<file path="src/rtl/seq_mult_ctrl.sv">
// Sequential unsigned shift-and-add multiplier.
// One partial-product step per clock; the W-bit add is built from chained
// 4-bit carry-lookahead slices. out_P is loaded only when a multiply completes.
module seq_mult_ctrl #(
    parameter int unsigned W = 4
) (
    input  logic           clk,
    input  logic           rst,
    input  logic           start,
    input  logic [W-1:0]   in_A,
    input  logic [W-1:0]   in_B,
    output logic           busy,
    output logic           done,
    output logic [2*W-1:0] out_P
);

    localparam int unsigned NumSlices = W / 4;
    localparam int unsigned CntW      = $clog2(W);

    typedef enum logic [1:0] {StIdle, StCalc, StDone} state_e;

    state_e          state_q;
    logic [W-1:0]    m_q;
    logic [W-1:0]    acc_q;
    logic [W-1:0]    q_q;
    logic            c_q;
    logic [CntW-1:0] cnt_q;

    logic [NumSlices:0] slice_c;
    logic [W-1:0]       sum;
    logic               c_step;
    logic [W-1:0]       acc_step;
    logic [W-1:0]       acc_shift;
    logic [W-1:0]       q_shift;

    assign slice_c[0] = 1'b0;

    // ACC + M from 4-bit CLA slices, slice carry-out feeding the next carry-in
    for (genvar s = 0; s < NumSlices; s++) begin : g_cla
        logic [3:0] a;
        logic [3:0] b;
        logic [3:0] g;
        logic [3:0] p;
        logic [4:0] c;

        assign a    = acc_q[s*4 +: 4];
        assign b    = m_q[s*4 +: 4];
        assign g    = a & b;
        assign p    = a ^ b;
        assign c[0] = slice_c[s];
        assign c[1] = g[0] | (p[0] & c[0]);
        assign c[2] = g[1] | (p[1] & g[0]) | (p[1] & p[0] & c[0]);
        assign c[3] = g[2] | (p[2] & g[1]) | (p[2] & p[1] & g[0])
                    | (p[2] & p[1] & p[0] & c[0]);
        assign c[4] = g[3] | (p[3] & g[2]) | (p[3] & p[2] & g[1])
                    | (p[3] & p[2] & p[1] & g[0]) | (p[3] & p[2] & p[1] & p[0] & c[0]);

        assign sum[s*4 +: 4] = p ^ c[3:0];
        assign slice_c[s+1]  = c[4];
    end

    // One iteration: conditional add, then shift {C,ACC,Q} right with 0 entering at the top
    always_comb begin
        // c_q is always zero between steps since every shift clears it
        c_step   = c_q;
        acc_step = acc_q;
        if (q_q[0]) begin
            c_step   = slice_c[NumSlices];
            acc_step = sum;
        end
        acc_shift = {c_step, acc_step[W-1:1]};
        q_shift   = {acc_step[0], q_q[W-1:1]};
    end

    // Control FSM, datapath registers and registered outputs
    always_ff @(posedge clk) begin
        if (rst) begin
            state_q <= StIdle;
            m_q     <= '0;
            acc_q   <= '0;
            q_q     <= '0;
            c_q     <= 1'b0;
            cnt_q   <= '0;
            busy    <= 1'b0;
            done    <= 1'b0;
            out_P   <= '0;
        end else begin
            unique case (state_q)
                StIdle, StDone: begin
                    done <= 1'b0;
                    if (start) begin
                        state_q <= StCalc;
                        m_q     <= in_A;
                        q_q     <= in_B;
                        acc_q   <= '0;
                        c_q     <= 1'b0;
                        cnt_q   <= '0;
                        busy    <= 1'b1;
                    end else begin
                        state_q <= StIdle;
                        busy    <= 1'b0;
                    end
                end
                StCalc: begin
                    acc_q <= acc_shift;
                    q_q   <= q_shift;
                    c_q   <= 1'b0;
                    cnt_q <= cnt_q + 1'b1;
                    if (cnt_q == CntW'(W - 1)) begin
                        state_q <= StDone;
                        busy    <= 1'b0;
                        done    <= 1'b1;
                        out_P   <= {acc_shift, q_shift};
                    end
                end
                default: begin
                    state_q <= StIdle;
                    busy    <= 1'b0;
                    done    <= 1'b0;
                end
            endcase
        end
    end

endmodule
</file>
<file path="config.mk">
export PLATFORM = sky130hd
export DESIGN_NAME = seq_mult_ctrl
export DESIGN_NICKNAME = d
export VERILOG_FILES = /design/src/rtl/seq_mult_ctrl.sv
export SDC_FILE = /design/constraint.sdc
export NUM_CORES = 1
export LEC_CHECK = 0
export ABC_CLOCK_PERIOD_IN_PS = 1600
export BUFFER_PORTS_ARGS = -buffer_cell sky130_fd_sc_hd__buf_2
export CAP_MARGIN = 0
export CORE_UTILIZATION = 45
export CTS_BUF_LIST = sky130_fd_sc_hd__clkbuf_4
export CTS_CLUSTER_DIAMETER = 50
export CTS_CLUSTER_SIZE = 25
export DETAILED_ROUTE_END_ITERATION = 12
export PLACE_DENSITY_LB_ADDON = 0.12
export SLEW_MARGIN = 20
export SYNTH_ARGS = -nofsm -noshare
export SYNTH_HDL_FRONTEND = slang
export SYNTH_SLANG_ARGS = --single-unit
export TNS_END_PERCENT = 50
</file>
<file path="constraint.sdc">
create_clock -name clk -period 1.6 [get_ports clk]
set_clock_uncertainty 0.1 [all_clocks]
set_input_delay 0.32 -clock clk [delete_from_list [all_inputs] [get_ports clk]]
set_output_delay 0.32 -clock clk [all_outputs]
set_load 0.005 [all_outputs]
</file>
==> summary.md <==
| Metric | Value |
|---|---|
| Status | `finished, violations left` |
| Failing checks | `setup timing` |
| Die Span X | `53.8 um` |
| Setup Crit Path Kind | `register to register` |
| Via-to-Cell Ratio | `5.23` |
| GRT Overall Usage | `20.8%` |
| Grt met3 use | `3.95%` |
| CP required | `1730 ps` |
| Congestion Overflow GR | `0` |
| Slew HR | `79.1%` |
| TritonCTS Sinks | `26` |
| Sequential element share of the synthesized area | `43.2%` |
| Worst slew pin tran | `314 ps` |
| Critical Path Fanout Max | `2` |
| Starting density of the core | `48.2%` |
| Async S/R FF share, synth | `0%` |
| CORE AREA | `2500 um2` |
| Avg Inst Size Synth | `8.87 um2` |
| Die height | `53.8 um` |
| Max Freq | `619 MHz` |
| CTS tree | `yes` |
| Worst-path clk slew | `130 ps` |
| Routed Antenna Nets | `0` |
| Number of I/O port buffers | `20` |
| RSZ-0062 raised after global routing | `true` |
| Crit path max-delay family | `adder cells` |
| Drt first-iter violations | `8` |
| Sw Share | `26.0%` |
| Register Area | `526 um2` |
| Number of synthesized flops with an enable pin | `0` |
| Final number of setup-violating endpoints | `2` |
| Post-synth top flop | `dfxtp_1` |
| Crit path time final | `1620 ps` |
| Nets | `179` |
| N_diodes | `0` |
| Htree depth | `1` |
| Worst-skew pair later-pin latency | `310 ps` |
| Drt pass-1 iters | `4` |
| Global-route wire length before repair | `4260 um` |
| Post-CTS setup buffer count | `0` |
| Most frequent cells in the layout | `nand2_1, dfxtp_1, buf_2` |
| Endpoints failing hold | `0` |
| P_sw | `292 uW` |
| Distinct cells, synth | `36` |
| Final wirelength | `2640 um` |
| DPL Wire Length | `1970 um` |
| Clock buffer depth | `2` |
| Multi-input logic area | `713 um2` |
| Clock power frac | `23.8%` |
| Post-Synthesis Cells | `136` |
| Crit share post-route | `101%` |
| Crit. End Element | `register` |
| Number of max-capacitance violations reported | `0` |
| Sequential Power Share | `61.8%` |
| Slew Limit Fails | `0` |
| Internal power | `833 uW` |
| WL/cell | `13.9 um` |
| Via count | `993` |
| WP data arrival | `1740 ps` |
| Rows | `18` |
| Number of synthesized register bits | `26` |
| Met2 Use GR | `34.6%` |
| Area Overhead vs Synth | `23.2%` |
| Fillers | `246` |
| Final Util | `59.5%` |
| Ratio of cells with drive above 1 in the final layout | `35.0%` |
| Post-synth net total | `153` |
| DIE AREA | `2890 um2` |
| Gate power share | `14.4%` |
| Io pins | `21` |
| YS warnings | `0` |
| WP buf/inv | `1` |
| Worst Setup Start Kind | `register` |
| DRC Markers | `0` |
| Pin count of the biggest net entering global routing | `14` |
| Max IR drop VDD | `0.529 mV` |
| Final worst slack | `-15.6 ps` |
| CP max-delay cell | `fa_2` |
| Fin Setup TNS | `-20.8 ps` |
| Pleak | `0.599 nW` |
| Routability cong. | `0.729` |
| Hold WC Path Type | `input pin to register` |
| Area of the mapped netlist | `1210 um2` |
| Commonest non-fill, non-tap cell in the layout | `nand2_1` |
| PwrDens | `757 nW/um2` |
| CTS buffer count | `3` |
| Clock root cell | `clkbuf_4` |
| Max stage delay on crit path | `380 ps` |
| Initial antenna violation count | `0` |
| Global Route met1 Usage | `25.8%` |
| Number of global-route vias before repair | `987` |
| Crit-path cells | `ha_4 > inv_2 > fa_2 > xnor2_2 > mux2i_2 > o31ai_1` |
| Global routing's busiest layer | `met2` |
[sequential cells by signal, indices dropped and copies added (netlist names)]
| name | count |
|---|---|
| out_P | 8 |
| state_q | 2 |
| g_cla.b | 4 |
| busy | 1 |
| acc_q | 4 |
| cnt_q | 2 |
| q_q | 4 |
| done | 1 |
[cell usage after synthesis, types with 2 or more instances]
master    number  share of area, %
nand3b_1       2               1.2
nand2b_1       2               1.0
ha_1           5               5.2
buf_2          2              0.83
a22o_1         2               1.5
mux2i_1        2               1.7
a211oi_1       2               1.2
nor2_1        17               5.3
nor3_1         2              0.83
a21o_1         2               1.2
buf_6          2               1.9
a311oi_1       3               2.2
dfxtp_1       26                43
buf_1          2              0.62
o311ai_2       2               2.7
nand2_1       29               9.0
a21oi_1       12               5.0
inv_1          4               1.2
[through the flow]
step                      worst slack, ps  cells  hold WS, ps  cell area [um2]  power, mW
after floorplan                      72.9    136          340             1210      0.807
after global placement              -10.0    187          340             1370      0.852
after detailed placement            -58.6    187          348             1370      0.856
after CTS                           -8.98    190          112             1420       1.13
after global routing                -93.3    190          111             1490       1.19
final                               -15.6    190          121             1490       1.13
[power groups by stage]
stage	registers [mW]	logic, mW	clock network (mW)
floorplan	0.699	0.108	0
global placement	0.705	0.147	0
detailed placement	0.706	0.150	0
CTS	0.692	0.156	0.281
global route	0.700	0.185	0.301
finish	0.696	0.162	0.268
[tightest hold or removal path, cell delays in order]
cell and delay (ps):
buf_2 90, nand2_1 40, a21oi_1 50
[what timing repair did]
item                       in CTS  in global routing
pin swaps                       3                  4
setup endpoints to repair       5                  6
hold buffers                    0                  0
resized for setup               7                 12
[routing by layer]
| layer | up-vias | share of wire (%) |
|---|---|---|
| li1 | 520 | - |
| met1 | 462 | 46 |
| met2 | 9 | 51 |
| met3 | 2 | 2.3 |
| met4 | 0 | 0.57 |
| met5 | - | 0 |
[cell families after synthesis]
kind of cell,count (synthesis),share of synthesized area [%]
AOI/OAI and AO/OA,29,18.3
xor gates and xnor gates,1,0.726
buffers and inverters,11,5.19
muxes,2,1.66
DFF,26,43.2
and+or+nand+nor,61,24.2
adders and majority gates,6,6.85
[worst paths after layout]
check                                   start             to  slack [ps]  cells past startpoint
worst max register to register  g_cla[0].b[0]       acc_q[1]         -20                      6
worst min-delay path                  in_A[0]  g_cla[0].b[0]         120                      3
worst max-delay path            g_cla[0].b[0]       acc_q[1]         -20                      6
worst min register to register       out_P[1]       out_P[1]         360                      2
[cell type report]
| cell class | instances | area share (%) |
|---|---|---|
| Multi-Input combinational cell | 99 | 48.0 |
| Sequential cell | 26 | 35.4 |
| Timing Repair Buffer | 28 | 11.6 |
| Tap cell | 30 | 2.53 |
| Clock buffer | 3 | 1.52 |
| Inverter | 4 | 1.01 |
Power figures use the tool's default switching activity.
